===== src/rtl/zigbee_pkg.sv =====
// Shared types and the 802.15.4 2.4 GHz symbol-to-chip table.
// Chip words are stored with bit i holding chip ci, so c0 sits in the LSB.
package zigbee_pkg;

  localparam int SYMBOL_W         = 4;
  localparam int CHIPS_PER_SYMBOL = 32;

  typedef logic [CHIPS_PER_SYMBOL-1:0] chip_word_t;

  typedef enum logic {
    IDLE,
    SPREAD
  } spread_state_t;

  // c0..c31 = 1101 1001 1100 0011 0101 0010 0010 1110
  localparam chip_word_t BASE_CHIPS    = 32'h744A_C39B;
  localparam chip_word_t ODD_CHIP_MASK = 32'hAAAA_AAAA;

  // Symbols 1-7 delay the base sequence by 4*s chips, which is a left rotate
  // of the LSB-first word. Symbols 8-15 invert the odd chips of symbol s-8.
  function automatic chip_word_t make_chips(input int sym);
    logic [2*CHIPS_PER_SYMBOL-1:0] dbl;
    chip_word_t                    word;
    dbl  = {BASE_CHIPS, BASE_CHIPS} >> (CHIPS_PER_SYMBOL - 4 * (sym % 8));
    word = dbl[CHIPS_PER_SYMBOL-1:0];
    if (sym >= 8) begin
      word = word ^ ODD_CHIP_MASK;
    end
    return word;
  endfunction

  localparam chip_word_t CHIP_TABLE [16] = '{
    make_chips(0),  make_chips(1),  make_chips(2),  make_chips(3),
    make_chips(4),  make_chips(5),  make_chips(6),  make_chips(7),
    make_chips(8),  make_chips(9),  make_chips(10), make_chips(11),
    make_chips(12), make_chips(13), make_chips(14), make_chips(15)
  };

endpackage


===== src/rtl/zigbee_chip_rom.sv =====
// Combinational symbol -> 32-chip PN word lookup.
module zigbee_chip_rom
  import zigbee_pkg::*;
(
  input  logic [SYMBOL_W-1:0] symbol,
  output chip_word_t          chips
);

  assign chips = CHIP_TABLE[symbol];

endmodule


===== src/rtl/zigbee_chip_spreader.sv =====
// Pops 4-bit symbols and streams their 32 PN chips serially, each chip held
// CLK_PER_CHIP cycles, with I/Q tagging, strobes and underrun indication.
module zigbee_chip_spreader
  import zigbee_pkg::*;
#(
  parameter int CLK_PER_CHIP = 4
) (
  input  logic                inClock,
  input  logic                inReset,
  input  logic                inTxEnable,
  input  logic [SYMBOL_W-1:0] inSymbol,
  input  logic                inSymbolValid,
  output logic                outSymbolReady,
  output logic                outChip,
  output logic                outChipIsQ,
  output logic                outChipStrobe,
  output logic                outLastChip,
  output logic                outBusy,
  output logic                outUnderrun
);

  localparam int              PRESC_W    = (CLK_PER_CHIP > 1) ? $clog2(CLK_PER_CHIP) : 1;
  localparam logic [PRESC_W-1:0] PRESC_LAST = PRESC_W'(CLK_PER_CHIP - 1);
  localparam logic [4:0]      LAST_CHIP  = 5'(CHIPS_PER_SYMBOL - 1);

  spread_state_t      state_reg, state_next;
  chip_word_t         word_reg, word_next;
  logic [4:0]         idx_reg, idx_next;
  logic [PRESC_W-1:0] presc_reg, presc_next;
  logic chip_reg, chip_next;
  logic is_q_reg, is_q_next;
  logic strobe_reg, strobe_next;
  logic last_reg, last_next;
  logic busy_reg, busy_next;
  logic underrun_reg, underrun_next;

  chip_word_t rom_chips;
  logic       end_of_symbol;
  logic       accept;

  zigbee_chip_rom u_rom (
    .symbol (inSymbol),
    .chips  (rom_chips)
  );

  assign end_of_symbol  = (state_reg == SPREAD) && (idx_reg == LAST_CHIP) &&
                          (presc_reg == PRESC_LAST);
  assign outSymbolReady = inTxEnable && ((state_reg == IDLE) || end_of_symbol);
  assign accept         = outSymbolReady && inSymbolValid;

  // Outputs are derived from the next chip position so they are registered
  // and line up with the state they describe.
  always_comb begin
    state_next    = state_reg;
    word_next     = word_reg;
    idx_next      = idx_reg;
    presc_next    = presc_reg;
    underrun_next = 1'b0;
    if (accept) begin
      state_next = SPREAD;
      word_next  = rom_chips;
      idx_next   = '0;
      presc_next = '0;
    end else if (state_reg == SPREAD) begin
      if (end_of_symbol) begin
        state_next    = IDLE;
        idx_next      = '0;
        presc_next    = '0;
        underrun_next = inTxEnable;
      end else if (presc_reg == PRESC_LAST) begin
        presc_next = '0;
        idx_next   = idx_reg + 5'd1;
      end else begin
        presc_next = presc_reg + PRESC_W'(1);
      end
    end
    busy_next   = (state_next == SPREAD);
    chip_next   = busy_next && word_next[idx_next];
    is_q_next   = busy_next && idx_next[0];
    strobe_next = busy_next && (presc_next == '0);
    last_next   = busy_next && (idx_next == LAST_CHIP);
  end

  always_ff @(posedge inClock or posedge inReset) begin
    if (inReset) begin
      state_reg    <= IDLE;
      word_reg     <= '0;
      idx_reg      <= '0;
      presc_reg    <= '0;
      chip_reg     <= 1'b0;
      is_q_reg     <= 1'b0;
      strobe_reg   <= 1'b0;
      last_reg     <= 1'b0;
      busy_reg     <= 1'b0;
      underrun_reg <= 1'b0;
    end else begin
      state_reg    <= state_next;
      word_reg     <= word_next;
      idx_reg      <= idx_next;
      presc_reg    <= presc_next;
      chip_reg     <= chip_next;
      is_q_reg     <= is_q_next;
      strobe_reg   <= strobe_next;
      last_reg     <= last_next;
      busy_reg     <= busy_next;
      underrun_reg <= underrun_next;
    end
  end

  assign outChip       = chip_reg;
  assign outChipIsQ    = is_q_reg;
  assign outChipStrobe = strobe_reg;
  assign outLastChip   = last_reg;
  assign outBusy       = busy_reg;
  assign outUnderrun   = underrun_reg;

endmodule

===== config.mk =====
export PLATFORM = sky130hd
export DESIGN_NAME = zigbee_chip_spreader
export DESIGN_NICKNAME = d
export VERILOG_FILES = /design/src/rtl/zigbee_pkg.sv /design/src/rtl/zigbee_chip_rom.sv /design/src/rtl/zigbee_chip_spreader.sv
export SDC_FILE = /design/constraint.sdc
export NUM_CORES = 1
export LEC_CHECK = 0
export BUFFER_PORTS_ARGS = -buffer_cell sky130_fd_sc_hd__clkbuf_2
export CORE_AREA = 10 10 116 118
export CTS_BUF_LIST = sky130_fd_sc_hd__clkbuf_16
export CTS_CLUSTER_DIAMETER = 50
export DETAILED_ROUTE_END_ITERATION = 7
export DIE_AREA = 0 0 126 128
export PLACE_DENSITY = 0.51
export SLEW_MARGIN = 20
export SYNTH_ARGS = -nofsm -noshare
export SYNTH_HDL_FRONTEND = slang
export SYNTH_HIERARCHICAL = 1
export SYNTH_SLANG_ARGS = --single-unit

===== constraint.sdc =====
create_clock -name inClock -period 5 [get_ports inClock]
set_clock_uncertainty 0.15 [all_clocks]
set_input_delay 0.75 -clock inClock [delete_from_list [all_inputs] [get_ports inClock]]
set_output_delay 0.75 -clock inClock [all_outputs]
set_load 0.005 [all_outputs]

==> results.md, run 1 <==
- The shortest period the worst path allows is 3.69 ns.
- The worst hold path startpoint is word_reg[22].
- The number of gates resized after CTS was 0.
- The number of antenna cells inserted is 0.
- The endpoint of the worst-slack reg-to-reg timing path is outChip.
- Leaving out fill and tap cells, the most frequent cells in the layout are dfrtp_1 (45), mux2_2 (32), o21ai_0 (16).
- The Yosys step of the flow raised 6 warnings.
- In this run the worst path has a maximum fanout of 20.
- The floorplan has 39 rows.
- The height of the die is 128 µm.
- Entering global routing, the biggest net connects 46 pins.
- In this run the number of H-tree levels came out at 2.
- The vias after detailed routing is 1873.
- The root buffer cell chosen for the clock tree is clkbuf_16.
- Setup violations remaining at the end of the flow were counted as 0.
- The peak clock frequency supported by timing is 0.271 GHz.
- The hold violation count in the final report was 0.
- The number of stages on the worst hold path is 1.
- In this run the count of I/O pins placed on the die edge is 15.
- STA classifies the critical path endpoint as a register.
- Once layout is complete, the utilization of the core stands at 0.271.
- The clock insertion delay at the later pin of the skew report is 0.29 ns.
- The internal portion of the total power is just over 0.0009 W.
- The share of the synthesized area in the top cell type is 0.412.
- The initial utilization of the core area, before any placement, comes to 0.244.
- The area of all placed cells without fillers is 3040 µm².
- STA classifies the critical path startpoint as a register.
- The initial antenna violation count is 0.
- The total cell area at the placement stage is 2900 µm².
- The critical path is of the register to register type.
- The min-delay analysis places its worst path in the category register to register.
- Yosys mapped a number of flops with a built-in enable equal to 0.
- The post-synth net total is 270.
- The cell count after synthesis came out at 251.
- In this run the static leakage power is ~1.4 nW.
- The first global-routing pass estimated 10300 µm of wire.
- The power dissipated by switching net loads is 0.000533 W.
- After detailed routing, the number of vias per cell comes to ~4.6.
- The register with the most flip-flops in the layout has 32 of them.
- The total clock buffers created by CTS is 5.
- The die footprint is roughly 16000 µm².
- For this run, asynchronously set or reset flops after synthesis account for 1.00.
- In this run the critical register-to-register path is launched from idx_reg[0].
- The count of buffers added on input and output ports is 14.
- The synthesized area per cell is 10.9 µm².
- The mean routed wirelength per cell is around 16 µm.
- Of the total power, the share spent switching nets is 0.368.
- In this run the remaining antenna-violating nets after routing total 0.
- The clock tree from TritonCTS is built.
- For this run, design rule violations remaining after detail routing come to 0.
- The worst register-to-register path has a depth of 11.
- The share of the yosys chip area belonging to registers is 0.412.
- After routing, the total negative slack on setup checks comes to 0 ns.
- The count of final max-slew check failures is 0.
- The most area-hungry cell type in the Yosys netlist is dfrtp_1.
- Counting flops and latches in the post-synthesis netlist gives 45.
- The worst ir drop on vdd is approximately 0.00016 V.
- The total power per unit cell area is 475 nW/µm².
- At the end of routability-driven placement, the weighted congestion stood at 0.796.
- The actual transition at the worst max-transition pin is approximately 0.95 ns.
- Of the total power, combinational logic draws 0.425.
- Clock-pin slew was measured on the worst setup and hold paths at 0.07 ns.
- Compared with the post-synthesis result, the final layout area differs by 11.2%.
- The quantity of hold-fixing buffers added after cts is 0.
- Of the total power, registers draw 0.352.
- The worst slew margin relative to its limit is 0.369.
- After filler insertion, the fill cell instance count of the layout stands at 1197.
- The number of global-route vias before repair is 1907.
- For the worst setup path, the data required time is roughly 5 ns.
- Wires add up to 6310 µm.
- The proportion of layout cells with a drive suffix above 1 is 0.264.
- Before antenna repair, the detailed router went through 4 iterations.
- The worst-case hold path end point is word_reg[22].
- The prevailing post-synth register cell is dfrtp_1.
- The number of clock sinks seen by CTS is 45.
- Ranked by total cell area, the synthesized netlist is headed by dfrtp_1 (41%), mux2_2 (13%), ha_1 (5.0%).
- Counting along the longest clock path gives a buffer depth of 2.
- The number of nets in the finished design is ~280.
- After global routing the overflow that remains totals 0.
- After the first detailed-routing iteration, the DRC count stood at between 70 and 80.
- Max-cap violations in this run came to 0.
- The share of total power dissipated in the clock network is 0.223.
- Setup slack on the worst reg-to-reg path comes out at 1.31 ns.
- Setup repair after global routing left no endpoint under its margin.
- The HPWL after detailed placement is 4580 µm.
- Leaving out fill and tap cells, the most frequent cell in the layout is dfrtp_1.
- Across every metal layer, demand over resource in global routing totals 0.0791.
- The number of setup buffers added after CTS is 0.
- The number of distinct library cells after synthesis is between 50 and 60.
- The synthesized netlist occupies a cell area of between 2000 and 3000 µm².
- After floorplanning, the core was sized to cover 11200 µm².
- Dividing the final minimum period by the clock period gives 0.738.
- The horizontal extent of the die is approximately 130 µm.
- STA puts the critical path data arrival time at 3.71 ns.
- The run finished with clean final reports.
how the worst max path moves through the flow:
stage	end	slack, ns	startpoint
3_5_place_dp	outChip	1.31	idx_reg[0]
3_3_place_gp	outChip	1.37	idx_reg[0]
6_report	outChip	1.31	idx_reg[0]
4_1_cts	outChip	1.30	idx_reg[0]
2_1_floorplan	outChip	2.05	idx_reg[0]
5_1_grt	outChip	1.05	idx_reg[0]
critical path, cell delays in order, from the launching register on:
cell and delay, ns:
dfrtp_1 0.45, ha_1 0.23, and3_1 0.16, ha_1 0.30, a21boi_2 0.15, nor2_4 0.52
buf_4 0.36, mux2_2 0.37, mux2_2 0.27, a2111oi_2 0.36, a41o_1 0.14, o22ai_1 0.08
power groups by stage:
stage,Clock [W],Combinational (W),Sequential [W]
CTS,0.000331,0.000621,0.000510
global route,0.000346,0.000691,0.000518
detailed placement,0,0.000617,0.000516
global placement,0,0.000620,0.000513
finish,0.000322,0.000615,0.000509
floorplan,0,0.000496,0.000497
Yosys cell counts, types with 2 or more instances:
cell / number
a21boi_0: 2
a21oi_1: 10
a31oi_1: 2
buf_2: 6
buf_4: 3
buf_6: 3
dfrtp_1: 45
ha_1: 11
inv_1: 9
inv_2: 2
mux2_2: 32
mux2i_1: 5
mux4_2: 2
nand2_1: 14
nand2b_1: 5
nand3_1: 2
nor2_1: 14
nor2b_1: 4
nor3b_1: 4
nor4b_1: 2
o211a_1: 3
o21ai_0: 16
o21ai_1: 6
o21ba_1: 4
o22ai_1: 3
or2_1: 2
or2_2: 3
xnor2_1: 7
xor2_1: 8
metal layers:
layer,share of wire,vias to the layer above,global-route usage,wire length (µm)
li1,-,907,-,-
met1,0.47,925,0.0991,2970
met2,0.47,32,0.128,2990
met3,0.035,9,0.0203,223
met4,0.021,0,0.0288,131
met5,0,-,0,0
area by class of cell:
cell class	count	area, µm²	area share
clock buffer	5	125	0.0411
clock inverter	3	17.5	0.00575
inverter	12	45.0	0.0148
multi-input combinational	181	1470	0.484
sequential	45	1130	0.370
tap	143	179	0.0588
timing repair buffer	15	77.6	0.0255
through the flow:
stage,power [W],setup slack [ns],hold WS (ns),std cells
3_5_place_dp,0.00113,1.31,0.335,396
5_1_grt,0.00156,1.05,0.364,404
6_report,0.00145,1.31,0.347,404
2_1_floorplan,0.000993,2.05,0.305,251
3_3_place_gp,0.00113,1.37,0.330,396
4_1_cts,0.00146,1.30,0.350,404
kinds of logic (layout without fill, tap and decap cells):
kind of cell               Yosys count  after routing  share of synthesized area
adders and majority gates           11             11                     0.0503
buffers and inverters               25             35                     0.0498
and+or+nand+nor                     59             59                      0.124
xor gates and xnor gates            15             15                     0.0480
muxes                               40             40                      0.171
AOI/OAI and AO/OA                   56             56                      0.145
DFF                                 45             45                      0.412
No activity file was read; power rests on OpenSTA's default activity.
==> inputs of run 2 (changes only) <==
Settings changed: ABC_AREA set to 1, CORE_AREA 10 10 116 118 to 10 10 118 120, DIE_AREA 0 0 126 128 to 0 0 128 130, PLACE_DENSITY 0.51 to 0.52.
Clock period 5 ns to 3.3 ns, I/O delays scaled along.
==> run 2 against run 1 <==
Compared with the run above:
- fmax increased by 29%
- via count increased by 41%
- global-route usage is 1.6 points higher
- non-clock buffer count grew 5
- critical endpoint unchanged
- sequential cell count stayed put
- clock-buffer cell count stayed put
- critical path depth up 5
- cell count is 39% higher
- cell area is 3.8% higher
- worst hold slack worse by 0.080 ns
- wire length rose by 21%
- highest routed layer unchanged
- power increased by 69%
==> results.md, run 2 <==
- The hold violation count in the final report came to 0 (unchanged).
- The flip-flop and latch count after synthesis is 45 (unchanged).
- The number of input and output port buffers inserted is 14 (unchanged).
- The synthesis-to-layout area growth is 11.9%.
- The accumulated negative setup slack came to 0 ns (unchanged).
- The leakage component of the power came to 1.76 nW (+28%).
- The number of nets in the finished design came to 433 (+55%).
- The worst slew margin relative to its limit came to 0.365 (-0.00351).
- The type of the tightest min-delay check is input pin to async pin.
- The flow ran to the end, and the final reports show no timing, DRC or antenna violations.
- The placeable core region came to 11700 µm² (+4.3%).
- The post-CTS repair timing setup buffer count is 0 (unchanged).
- The total clock buffers created by CTS is 5 (unchanged).
- The deepest clock path buffer count came to 2 (unchanged).
- The horizontal extent of the die was 128 µm (+1.6%).
- The total power per unit cell area is 774 nW/µm² (+63%).
- The clock insertion delay at the later pin of the skew report is 0.28 ns (about the same).
- By count the netlist is led by nand2_1 (191), nand3_1 (49), dfrtp_1 (45).
- The starting DRC count in detailed routing is 227 (+200%).
- The global-route wire length before repair is 13100 µm (+27%).
- The top cell types in the final layout, fill and taps aside, are nand2_1 (191), nand3_1 (49), dfrtp_1 (45), inv_1 (27), nand4_1 (19).
- The via count normalized by instance count is 4.69 (+1.2%).
- The critical path capture point type is a register.
- The fraction of the cycle the final worst path needs is 0.870 (+0.132).
- The synthesized instance count is 406 (+62%).
- The final antenna-violating net count was 0 (unchanged).
- The clock transition at the register clock pins on the worst setup and hold paths after CTS was 0.07 ns (about the same).
- The share of the yosys chip area belonging to registers was 0.399 (-0.0126).
- The worst ir drop on vdd came to 0.000259 V (+59%).
- The prevailing post-synth register cell is dfrtp_1.
- The total congestion overflow came to 0 (unchanged).
- By area the synthesized netlist is led by dfrtp_1 (40%), nand2_1 (25%), nand3_1 (8.7%).
- The synthesized area per cell came to 6.95 µm² (-36%).
- The number of distinct library cells after synthesis is 23 (-55%).
- The total standard cell area after synthesis is 2820 µm² (+3.2%).
- The count of final max-slew check failures is 0 (unchanged).
- The vias after detailed routing came to 2636 (+41%).
- The required arrival time at the worst endpoint is 3.33 ns (-1.69 ns).
- The quantity of hold-fixing buffers added after cts is 0 (unchanged).
- The level count of the clock H-tree is 2 (unchanged).
- The critical path is of the register to register type.
- TritonCTS built the clock tree.
- The number of fill cells is 1339 (+12%).
- The slack of the worst reg-to-reg path came to 0.43 ns (-0.88 ns).
- The number of primary I/O pins is 15 (unchanged).
- The flip-flop count of the largest register after layout is 32 (unchanged).
- The total of max-cap violations is 0 (unchanged).
- The proportion of layout cells with a drive suffix above 1 came to 0.0916 (-0.173).
- The leading cell type in the layout, fill and taps excluded is nand2_1.
- The first-pass iteration count of the detailed router came to 4 (unchanged).
- The worst setup path is launched from a register.
- The number of global-route vias before repair was 2620 (+37%).
- The count of non-filler cells in the finished layout is 562 (+39%).
- Setup repair after global routing left no endpoint under its margin.
- The synthesized design spends more area on one cell type than any other, namely dfrtp_1.
- The count of placed standard cells including taps is 554 (+40%).
- The share of flip-flops with an asynchronous set or reset is 1.00 (unchanged).
- The data arrival time at the worst-slack endpoint is 2.90 ns (-0.81 ns).
- The number of failing setup endpoints in the final timing report is 0 (unchanged).
- The effective utilization at floorplan came to 0.241 (-0.00279).
- The number of flops mapped to enable cells by yosys was 0 (unchanged).
- The initial antenna violation count was 0 (unchanged).
- The detailed-route DRC error count is 0 (unchanged).
- The total length of routed wires is 7660 µm (+21%).
- The library cell used as clock root buffer is clkbuf_16.
- The placed wire-length estimate after detailed placement came to 5630 µm (+23%).
- The actual transition at the worst max-transition pin is 0.950 ns (+0.00526 ns).
- The number of antenna cells inserted is 0 (unchanged).
- The count of instances resized after the clock tree is built is 0 (unchanged).
- The mean routed wirelength per cell was 13.6 µm (-13%).
- The height of the die was 130 µm (+1.6%).
- The shortest period the worst path allows is 2.87 ns (-0.819 ns).
- The floorplan row count is 40 (+2.6%).
- The largest net degree at the start of global routing is 46 (unchanged).
- The share of the synthesized area in the top cell type is 0.399 (-0.0126).
- By instance count, the leading cell after synthesis is nand2_1.
- The post-synth net total is 425 (+57%).
- The peak clock frequency supported by timing is 0.348 GHz (+29%).
- The die footprint was 16600 µm² (+3.2%).
- The largest driver fanout on the critical path was 18 (-10%).
- The global routing usage summed across all routing layers is 0.0948 (+0.0157).
- The total number of yosys warnings is 6 (unchanged).
- The placer congestion estimate came to 0.844 (+6.1%).
- The number of clock sinks seen by CTS is 45 (unchanged).
[run 2: changes by cell type after synthesis, sizes merged, moves of 5 or more]
cell,change
xor2,-6
nand3,+50
a21oi,-9
nor3b,-5
mux2,-33
nand2b,-5
xnor2,-7
or2,-5
o21ai,-9
nand4,+19
mux2i,-5
inv,+21
nand2,+178
[run 2: layer usage]
metal	GRT usage	wire length, µm	up-vias
met1	0.128	3730	1250
met4	0.0285	130	0
met3	0.0211	366	13
met2	0.147	3440	59
li1	-	-	1314
met5	0	0	-
[run 2: critical path: stages, from the launching register on]
cell and delay [ns]:
dfrtp_1 0.41, ha_1 0.22, and3_1 0.18, ha_1 0.20
nand3_2 0.12, nand2_1 0.12, nand3_2 0.20, buf_4 0.30
nand2_4 0.13, inv_2 0.19, nand3_1 0.13, nand3_1 0.10
nand2_1 0.05, nand2_1 0.05, nand2_1 0.05, nor2_1 0.08
nor2_1 0.05
[run 2: logic make-up (layout without fill, tap and decap cells)]
kind of cell / Yosys count / count (layout) / synth area share
flip-flops: 45 / 45 / 0.399
AO/OA/AOI/OAI: 15 / 15 / 0.0275
adder cells (fa/ha/maj): 11 / 11 / 0.0488
AND/OR/NAND/NOR: 282 / 282 / 0.430
buffers and inverters: 51 / 60 / 0.0886
XOR/XNOR: 2 / 2 / 0.00621
[run 2: area by class of cell]
class                      instances  area (µm²)  area share
timing repair buffer              20         115      0.0364
sequential                        45        1130       0.356
inverter                          32         120      0.0380
clock buffer                       5         125      0.0396
multi-input combinational        310        1450       0.458
clock inverter                     3        42.5      0.0135
tap                              147         184      0.0582
[run 2: worst paths after layout]
check	end	cells past startpoint	start
max	outChip	16	idx_reg[0]
min	word_reg[13]	2	inReset
max reg2reg	outChip	16	idx_reg[0]
min reg2reg	word_reg[10]	2	word_reg[10]
max in group asynchronous	word_reg[5]	2	inReset
min in group inClock	word_reg[10]	2	word_reg[10]
[run 2: power breakdown]
group	switching [W]	leakage [nW]	internal (W)	total [W]
clock network	0.000216	0.0852	0.000356	0.000573
logic	0.000693	1.10	0.000335	0.00103
registers	0.0000800	0.569	0.000766	0.000846
[run 2: stage by stage]
step	hold WS (ns)	total power (W)	area [µm²]	worst slack (ns)	utilization
floorplan	0.288	0.00163	2820	0.909	-
global placement	0.309	0.00188	2990	0.491	0.255
detailed placement	0.309	0.00189	2990	0.446	0.255
CTS	0.326	0.00246	3160	0.424	0.270
global route	0.355	0.00267	3160	0.194	0.270
finish	0.267	0.00245	3160	0.428	0.270
==> inputs of run 3 (changes only) <==
Settings changed: CELL_PAD_IN_SITES_DETAIL_PLACEMENT set to 1, CELL_PAD_IN_SITES_GLOBAL_PLACEMENT set to 2, PLACE_DENSITY 0.52 to 0.71, REMOVE_ABC_BUFFERS set to 1.
Clock period 3.3 ns to 3.1 ns, I/O delays scaled along.
==> run 3 against run 2 <==
Compared with the run above:
- cell count rose by 0.18%
- global-route usage rose by 1.6 points
- die area did not move
- register-to-register slack got worse by 0.16 ns
- sequential cell count did not move
- non-clock buffer count rose by 1
- worst hold slack got worse by 0.13 ns
- clock power rose by 4.7%
- via count fell by 0.53%
- first-iteration DRC count fell by 25%
- clock-buffer cell count did not move
- critical endpoint unchanged
- highest routed layer unchanged
==> results.md, run 3 (same netlist as run 2, synthesis figures left out) <==
- The cell sitting at the root of the clock tree is a clkbuf_16.
- The number of primary I/O pins is 15 (unchanged).
- The height of the die is 130 µm (unchanged).
- The global routing usage summed across all routing layers was 0.111 (+0.0160).
- The count of placed standard cells including taps is 555 (+0.18%).
- The leakage component of the power was 1.76 nW (+0.11%).
- The quantity of hold-fixing buffers added after cts is 0 (unchanged).
- The number of failing setup endpoints in the final timing report is 0 (unchanged).
- The horizontal extent of the die is 128 µm (unchanged).
- The placeable core region is 11700 µm² (unchanged).
- The number of antenna cells inserted is 0 (unchanged).
- The clock tree from TritonCTS is built.
- The number of nets in the finished design was 434 (+0.23%).
- The total clock buffers created by CTS came to 5 (unchanged).
- The level count of the clock H-tree is 2 (unchanged).
- The initial antenna violation count is 0 (unchanged).
- The worst setup path is of the register to register kind.
- The vias after detailed routing is 2622 (-0.53%).
- The placer congestion estimate is 0.792 (-6.2%).
- The hold violation count in the final report is 0 (unchanged).
- The peak clock frequency supported by timing came to 0.353 GHz (+1.5%).
- The shortest period the worst path allows was 2.83 ns (-0.0418 ns).
- The delay of the slowest cell on the worst path is 0.41 ns (about the same).
- The detailed-route DRC error count was 0 (unchanged).
- The total congestion overflow is 0 (unchanged).
- The effective utilization at floorplan is 0.241 (unchanged).
- The largest driver fanout on the critical path is 18 (unchanged).
- On the critical path, the stage with the largest delay is an instance of dfrtp_1.
- By instance count, the cell type seen most on the critical path is nand2_1.
- The total power consumption of the routed design is 0.00265 W (+8.5%).
- The fraction of the cycle the final worst path needs is 0.913 (+0.0427).
- The total length of routed wires is 8770 µm (+14%).
- The total power per unit cell area came to 839 nW/µm² (+8.3%).
- The floorplan row count is 40 (unchanged).
- The number of input and output port buffers inserted is 14 (unchanged).
- The proportion of layout cells with a drive suffix above 1 is 0.0913 (-0.000220).
- The post-CTS repair timing setup buffer count is 0 (unchanged).
- The count of final max-slew check failures was 0 (unchanged).
- The clock transition at the register clock pins on the worst setup and hold paths after CTS is 0.07 ns (about the same).
- The final antenna-violating net count is 0 (unchanged).
- The worst ir drop on vdd is 0.000373 V (+44%).
- The count of instances resized after the clock tree is built is 0 (unchanged).
- The end-of-flow core utilization is 0.270 (+0.000320).
- The actual transition at the worst max-transition pin came to 0.837 ns (-0.114 ns).
- The run finished with clean final reports.
- The critical path capture point type is a register.
- The number of buffers and inverters on the critical path is 1 (-1).
- In the layout the commonest cells are nand2_1 (191), nand3_1 (49), dfrtp_1 (45), inv_1 (27), nand4_1 (19).
- The die footprint is 16600 µm² (unchanged).
- Broken down by cell family, the worst path's largest delay share belongs to simple AND/OR/NAND/NOR gates.
- The first-pass iteration count of the detailed router came to 4 (unchanged).
- The clock insertion delay at the later pin of the skew report is 0.28 ns (about the same).
- The min-delay analysis places its worst path in the category input pin to async pin.
- Setup repair after global routing left no endpoint under its margin.
- The flip-flop count of the largest register after layout is 32 (unchanged).
- STA classifies the critical path startpoint as a register.
- The critical path goes through ha_1 > and3_1 > ha_1 > nand3_2 > nand2_1 > nand3_2 > buf_4 > nand3_4 > nand2_1 > nand3_1 > nand3_1 > nand3_1 > nand2_1 > nand2_1 > nand2_1 > nor2_1.
- Compared with the post-synthesis result, the final layout area differs by 12.1%.
- The placed wire-length estimate after detailed placement is 6380 µm (+13%).
- The starting DRC count in detailed routing is 171 (-25%).
- The number of fill cells is 1498 (+12%).
- The count of non-filler cells in the finished layout is 563 (+0.18%).
- The leading cell type in the layout, fill and taps excluded is nand2_1.
- The global-route wire length before repair is 15000 µm (+15%).
- The required arrival time at the worst endpoint came to 3.13 ns (-0.20 ns).
- The via count normalized by instance count came to 4.66 (-0.71%).
- The number of global-route vias before repair is 2823 (+7.7%).
- The data arrival time at the worst-slack endpoint is 2.86 ns (-0.04 ns).
- The largest net degree at the start of global routing is 46 (unchanged).
- The area of all placed cells without fillers is 3160 µm² (+0.12%).
- The number of clock sinks seen by CTS is 45 (unchanged).
- The total cell area at the placement stage came to 3000 µm² (+0.25%).
- The mean routed wirelength per cell was 15.6 µm (+14%).
- The total of max-cap violations is 0 (unchanged).
- The worst slew margin relative to its limit was 0.442 (+0.0768).
- The deepest clock path buffer count came to 2 (unchanged).
==> run 3: final timing paths <==
path | from | to | depth (start not counted) | slack (ns)
min reg2reg | word_reg[12] | word_reg[12] | 2 | 0.32
max reg2reg | idx_reg[0] | outChip | 16 | 0.27
max | idx_reg[0] | outChip | 16 | 0.27
min | inReset | word_reg[3] | 2 | 0.14
max in group asynchronous | inReset | idx_reg[1] | 2 | 2.15
min in group inClock | word_reg[12] | word_reg[12] | 2 | 0.32
==> run 3: layer usage <==
layer | routed length (µm) | track usage | vias to the layer above
met5 | 0 | 0 | -
met4 | 160 | 0.0318 | 0
met3 | 207 | 0.0150 | 8
met2 | 4110 | 0.185 | 30
met1 | 4290 | 0.146 | 1272
li1 | - | - | 1312
==> run 3: report_power, final <==
group          leakage, nW  switching [W]  internal (W)
combinational         1.11       0.000792      0.000358
sequential           0.569      0.0000871      0.000816
clock               0.0826       0.000225      0.000375
total                 1.76        0.00110       0.00155
==> run 3: layout make-up <==
| class | count | area, µm² | area share |
|---|---|---|---|
| clock buffer | 5 | 125 | 0.0396 |
| clock inverter | 3 | 37.5 | 0.0119 |
| inverter | 32 | 121 | 0.0384 |
| multi-input combinational | 310 | 1450 | 0.457 |
| sequential | 45 | 1130 | 0.356 |
| tap | 147 | 184 | 0.0581 |
| timing repair buffer | 21 | 123 | 0.0388 |
==> run 3: per-stage QoR <==
step                setup slack, ns  hold slack [ns]  setup TNS, ns
detailed placement            0.310            0.307              0
global placement              0.345            0.304              0
floorplan                   -0.0901            0.288        -0.0901
CTS                           0.284            0.297              0
global route                 0.0304            0.210              0
finish                        0.270            0.136              0
==> run 3: worst reg2reg max path, cell delays in order, from the launching register on <==
cell and delay, ns:
dfrtp_1 0.41, ha_1 0.22, and3_1 0.18, ha_1 0.20, nand3_2 0.13, nand2_1 0.13, nand3_2 0.13, buf_4 0.18
nand3_4 0.24, nand2_1 0.21, nand3_1 0.11, nand3_1 0.11, nand3_1 0.09, nand2_1 0.09, nand2_1 0.05, nand2_1 0.05
nor2_1 0.04
